**src/rtl/cpu_step_seq_if.sv**
```systemverilog
// Instruction memory bus between the step sequencer (master) and the
// instruction memory (slave). Read data is returned one cycle after the
// read strobe.
interface cpu_step_seq_if;
  logic [7:0]  mem_addr;
  logic        mem_rd;
  logic [15:0] mem_rdata;

  modport master (
    output mem_addr,
    output mem_rd,
    input  mem_rdata
  );

  modport slave (
    input  mem_addr,
    input  mem_rd,
    output mem_rdata
  );
endinterface

```
**src/rtl/cpu_step_seq.sv**
```systemverilog
// Single-step instruction sequencer for the teaching CPU board.
// A rising edge on start walks one instruction through
// FETCH -> LOAD -> DECODE -> EXEC -> WB -> DONE and back to IDLE.
// A HALT instruction parks the sequencer until reset.
// Optional feature: define CPU_STEP_RUN_EN to let run=1 chain DONE straight
// into the next FETCH for continuous execution.
module cpu_step_seq (
  input  logic              clk,
  input  logic              rst,
  input  logic              start,
  input  logic              run,
  input  logic              zero,
  cpu_step_seq_if.master    mem,
  output logic [7:0]        pc,
  output logic [15:0]       ir,
  output logic              alu_en,
  output logic              rf_we,
  output logic              busy,
  output logic              done,
  output logic              halted
);

  typedef enum logic [2:0] {
    IDLE,
    FETCH,
    LOAD,
    DECODE,
    EXEC,
    WB,
    DONE,
    HALT
  } state_t;

  state_t     state;
  state_t     state_next;
  logic       start_q;
  logic       start_edge;
  logic [3:0] op;
  logic       is_alu;
  logic       is_jmp;
  logic       is_bz;
  logic       is_halt;
  logic       take_branch;

  assign start_edge  = start & ~start_q;
  assign op          = ir[15:12];
  assign is_alu      = (op >= 4'h1) && (op <= 4'hB);
  assign is_jmp      = (op == 4'hC);
  assign is_bz       = (op == 4'hD);
  assign is_halt     = (op == 4'hF);
  assign take_branch = is_jmp | (is_bz & zero);

  // The memory address always follows the program counter; only the strobe
  // distinguishes a real fetch.
  assign mem.mem_addr = pc;

`ifndef CPU_STEP_RUN_EN
  logic run_unused;
  assign run_unused = run;
`endif

  // Sample start every cycle so edges are seen only against the prior cycle.
  always_ff @(posedge clk or negedge rst) begin
    if (!rst) begin
      start_q <= 1'b0;
    end else begin
      start_q <= start;
    end
  end

  // State register.
  always_ff @(posedge clk or negedge rst) begin
    if (!rst) begin
      state <= IDLE;
    end else begin
      state <= state_next;
    end
  end

  // Next-state logic and per-state strobes; edges outside IDLE are dropped.
  always_comb begin
    state_next = state;
    mem.mem_rd = 1'b0;
    alu_en     = 1'b0;
    rf_we      = 1'b0;
    busy       = 1'b1;
    done       = 1'b0;
    halted     = 1'b0;
    case (state)
      IDLE: begin
        busy = 1'b0;
        if (start_edge) begin
          state_next = FETCH;
        end
      end
      FETCH: begin
        mem.mem_rd = 1'b1;
        state_next = LOAD;
      end
      LOAD: begin
        state_next = DECODE;
      end
      DECODE: begin
        state_next = is_halt ? HALT : EXEC;
      end
      EXEC: begin
        alu_en     = is_alu;
        state_next = WB;
      end
      WB: begin
        rf_we      = is_alu;
        state_next = DONE;
      end
      DONE: begin
        done = 1'b1;
`ifdef CPU_STEP_RUN_EN
        state_next = run ? FETCH : IDLE;
`else
        state_next = IDLE;
`endif
      end
      HALT: begin
        busy       = 1'b0;
        halted     = 1'b1;
        state_next = HALT;
      end
      default: begin
        state_next = IDLE;
      end
    endcase
  end

  // Instruction capture, sequential pc advance and jump/branch target load.
  always_ff @(posedge clk or negedge rst) begin
    if (!rst) begin
      pc <= 8'h00;
      ir <= 16'h0000;
    end else begin
      if (state == LOAD) begin
        ir <= mem.mem_rdata;
        pc <= pc + 8'd1;
      end else if ((state == EXEC) && take_branch) begin
        pc <= ir[7:0];
      end
    end
  end

endmodule

```
**src/flat_wrapper.sv**
```systemverilog
// flat-port wrapper written by rule: the top's interface ports become plain ports
module cpu_step_seq_flat 
  (clk, rst, start, run, zero, pc, ir, alu_en, rf_we, busy, done, halted, mem_mem_addr, mem_mem_rd, mem_mem_rdata);
  cpu_step_seq_if mem_i ();
  input  logic clk;
  input  logic rst;
  input  logic start;
  input  logic run;
  input  logic zero;
  output logic [7:0] pc;
  output logic [15:0] ir;
  output logic alu_en;
  output logic rf_we;
  output logic busy;
  output logic done;
  output logic halted;
  output wire logic [$bits(mem_i.mem_addr)-1:0] mem_mem_addr;
  output wire logic [$bits(mem_i.mem_rd)-1:0] mem_mem_rd;
  input wire logic [$bits(mem_i.mem_rdata)-1:0] mem_mem_rdata;
  assign mem_mem_addr = mem_i.mem_addr;
  assign mem_mem_rd = mem_i.mem_rd;
  assign mem_i.mem_rdata = mem_mem_rdata;
  cpu_step_seq u_core (.clk(clk), .rst(rst), .start(start), .run(run), .zero(zero), .mem(mem_i), .pc(pc), .ir(ir), .alu_en(alu_en), .rf_we(rf_we), .busy(busy), .done(done), .halted(halted));
endmodule
```
**config.mk**
```make
export PLATFORM = sky130hd
export DESIGN_NAME = cpu_step_seq_flat
export DESIGN_NICKNAME = d
export VERILOG_FILES = /design/src/rtl/cpu_step_seq_if.sv /design/src/rtl/cpu_step_seq.sv /design/src/flat_wrapper.sv
export SDC_FILE = /design/constraint.sdc
export NUM_CORES = 1
export LEC_CHECK = 0
export BUFFER_PORTS_ARGS = -buffer_cell sky130_fd_sc_hd__buf_2
export CAP_MARGIN = 10
export CELL_PAD_IN_SITES_DETAIL_PLACEMENT = 0
export CELL_PAD_IN_SITES_GLOBAL_PLACEMENT = 1
export CORE_ASPECT_RATIO = 1.1
export CORE_MARGIN = 3
export CORE_UTILIZATION = 35
export CTS_BUF_LIST = sky130_fd_sc_hd__clkbuf_4 sky130_fd_sc_hd__clkbuf_8
export DETAILED_ROUTE_END_ITERATION = 10
export PLACE_DENSITY = 0.83
export SYNTH_ARGS = -nofsm -noshare
export SYNTH_HDL_FRONTEND = slang
export SYNTH_SLANG_ARGS = --single-unit
```
**constraint.sdc**
```tcl
create_clock -name clk -period 2.15 [get_ports clk]
set_clock_uncertainty 0.2 [all_clocks]
set_input_delay 0.43 -clock clk [delete_from_list [all_inputs] [get_ports clk]]
set_output_delay 0.43 -clock clk [all_outputs]
set_load 0.005 [all_outputs]
```
==> metrics.yaml <==
clock_network:
  cts.sinks: 28
  cts_tree: "done"
  htree_num_levels: 1
  clk_latency_ns: 0.27
  root_buffer: "clkbuf_8"
  clk_pin_slew_ns: 0.09
  cts.path.max_buffers: 2
  cts_inserted_buffers: 3
timing:
  max_freq_ghz: 0.4831
  final-setup-viol-count: 0
  slew_viol_final: 0
  rsz0062_at_grt: "true"
  min_period_ns: 2.070
  finalCritPeriodShare_pct: 96.27
  maxSlewHeadroom_pct: 59.46
  hold_viol: 0
  tightest_slew_ns: 0.6081
  tns_ns: 0
  timing.hold.ws_ns: 0.07837
power_and_ir_drop:
  powerDensity_nw_per_um2: 1463
  max-vdd-ir-drop_mv: 0.7381
  leakagePower_nw: 0.9098
cells_and_area:
  area_growth_syn_to_layout_pct: 24.55
  nets: 228
  diodes: 0
  final_common_cell: "buf_2"
  drive_above_1_share_pct: 35.12
  design_area_um2: 1745
  multi_input_comb_area_um2: 560.5
  regArea_um2: 700.7
  fill_cells: 405
  most-common-layout-cells: "57 x buf_2, 52 x nand2_1, 28 x dfrtp_1, 8 x a21oi_1, 8 x buf_4"
  finalNonFillerCells: 255
detailed_routing:
  routed_wl_mm: 3.074
  firstDrtPassIters: 3
  route.detailed.drc: 0
  wl_per_cell_um: 12.05
  vias: 1199
  via_per_inst: 4.702
  ant_nets: 0
  dr.first_iter.drc_count: 33
place:
  dpl_cell_area_um2: 1679
  dp_hpwl_mm: 2.296
  port-buffer-count: 57
  place_congestion: 0.7451
  place_inst: 250
status:
  outcome: "finished clean"
die:
  die_area_um2: 4800
  io_pins: 59
  die_x_um: 66.33
  die_h_um: 72.37
  rows: 23
  core_area_um2: 3741
  start_util_pct: 37.46
job:
  cap_violations: 0
setup_path:
  crit_required_ns: 1.52
  crit_type: "reg -> out"
  crit_chain: "nand2b_1, a2111oi_1, buf_2"
  crit_arrival_ns: 1.44
  path_max_fanout: 5
  slowest_delay_ns: 0.43
  critPathSlowestCell: "dfrtp_1"
  worstSetupStartpointType: "flip-flop"
  endpoint_kind: "output pin"
global_route:
  antenna_found_initial: 0
  grt_usage_pct: 13.53
  grt_pass1_wl_mm: 5.119
  grt_max_degree: 29
  overflow: 0
  grt_pass1_vias: 1134
logic_synthesis:
  ys_ff_latch: 28
  synth_ff_type: "dfrtp_1"
  ys_types: 35
  syn_nets: 175
  async_reset_ff_share_pct: 100.0
  synth_cells: 153
  yosysWarnings: 0
  synth-edff-count: 0
  syn-cell-area_um2: 1401
  syn_avg_cell_area_um2: 9.159
  synth_seq_area_share_pct: 50.00
min_path:
  min_path_type: "in -> reg"
worst paths after layout:
| kind | start | end | slack (ns) | depth (start not counted) |
|---|---|---|---|---|
| hold reg to reg | u_core.ir[11] | u_core.ir[11] | 0.28 | 2 |
| max in group asynchronous | rst | u_core.mem.mem_addr[5] | 0.85 | 2 |
| hold / removal | start | u_core.start_q | 0.08 | 1 |
| setup reg to reg | u_core.state[1] | u_core.mem.mem_addr[7] | 0.20 | 5 |
| min in group asynchronous | rst | u_core.ir[12] | 0.50 | 2 |
| setup / recovery | u_core.state[1] | alu_en | 0.08 | 3 |
routing by layer:
| metal | up-vias | track usage [%] | share of wire, % |
|---|---|---|---|
| li1 | 613 | - | - |
| met1 | 557 | 18.66 | 47 |
| met2 | 27 | 21.61 | 48 |
| met3 | 2 | 2.012 | 4.7 |
| met4 | 0 | 4.740 | 0.55 |
| met5 | - | 0 | 0 |
registers in the layout, indices dropped and copies added, names as in the netlist, named ones only:
name                 cells
u_core.ir               16
u_core.mem.mem_addr      8
u_core.state             2
u_core.start_q           1
stage by stage:
step	util (%)	power [mW]	worst slack [ns]
2_1_floorplan	-	1.825	0.3419
3_3_place_gp	44.88	2.240	0.2031
3_5_place_dp	44.88	2.266	0.1923
4_1_cts	46.62	2.595	0.03607
5_1_grt	46.66	2.814	-0.04984
6_report	46.66	2.553	0.08012
cell type report:
cell class	instances	share of cell area, %
Multi-Input combinational cell	104	32.11
Inverter	3	0.6452
Clock buffer	4	3.154
Sequential cell	28	40.14
Timing Repair Buffer	66	20.36
Tap cell	50	3.584
timing repair:
action | 4_1_cts | 5_1_grt
setup buffers | 0 | 0
resized for setup | 0 | 1
hold endpoints to repair | 28 | 0
setup endpoints to repair | 0 | 2
hold buffers | 1 | 0
critical path: cells and delay by family (launching register included):
| kind | cells | cell delay, ns |
|---|---|---|
| compound gates | 1 | 0.38 |
| simple gates | 1 | 0.18 |
| flops | 1 | 0.43 |
| buf+inv | 1 | 0.18 |
synth_stat cells (all sizes together) (2+ instances only):
cell type / instances / area share (%)
and3: 2 / 0.89
nor2: 5 / 1.3
o221a: 3 / 2.4
a2111oi: 2 / 1.3
xor2: 2 / 1.3
nand2b: 2 / 0.89
nand4: 5 / 2.2
nand2: 52 / 14
clkbuf: 3 / 0.80
and4: 2 / 1.3
a21oi: 9 / 3.5
dfrtp: 28 / 50
o21ai: 2 / 0.71
buf: 15 / 8.5
nor3: 2 / 0.71
inv: 3 / 0.80
power breakdown:
part           internal [mW]  switching (mW)  total, mW  leakage, nW
sequential             0.782           0.260       1.04        0.333
clock                  0.164           0.153      0.317       0.0288
combinational          0.577           0.617       1.19        0.548
total                   1.52            1.03       2.55        0.910
kinds of logic (layout without fill, tap and decap cells):
group	Yosys count	count (layout)	share of synthesized area (%)
xor gates and xnor gates	2	2	1.250
muxes	2	2	1.518
AOI/OAI and AO/OA	21	21	10.54
buffers and inverters	21	73	10.09
DFF	28	28	50.00
and+or+nand+nor	78	78	25.72
adders and majority gates	1	1	0.8927
Note: power is estimated with default switching activity, not from simulation.
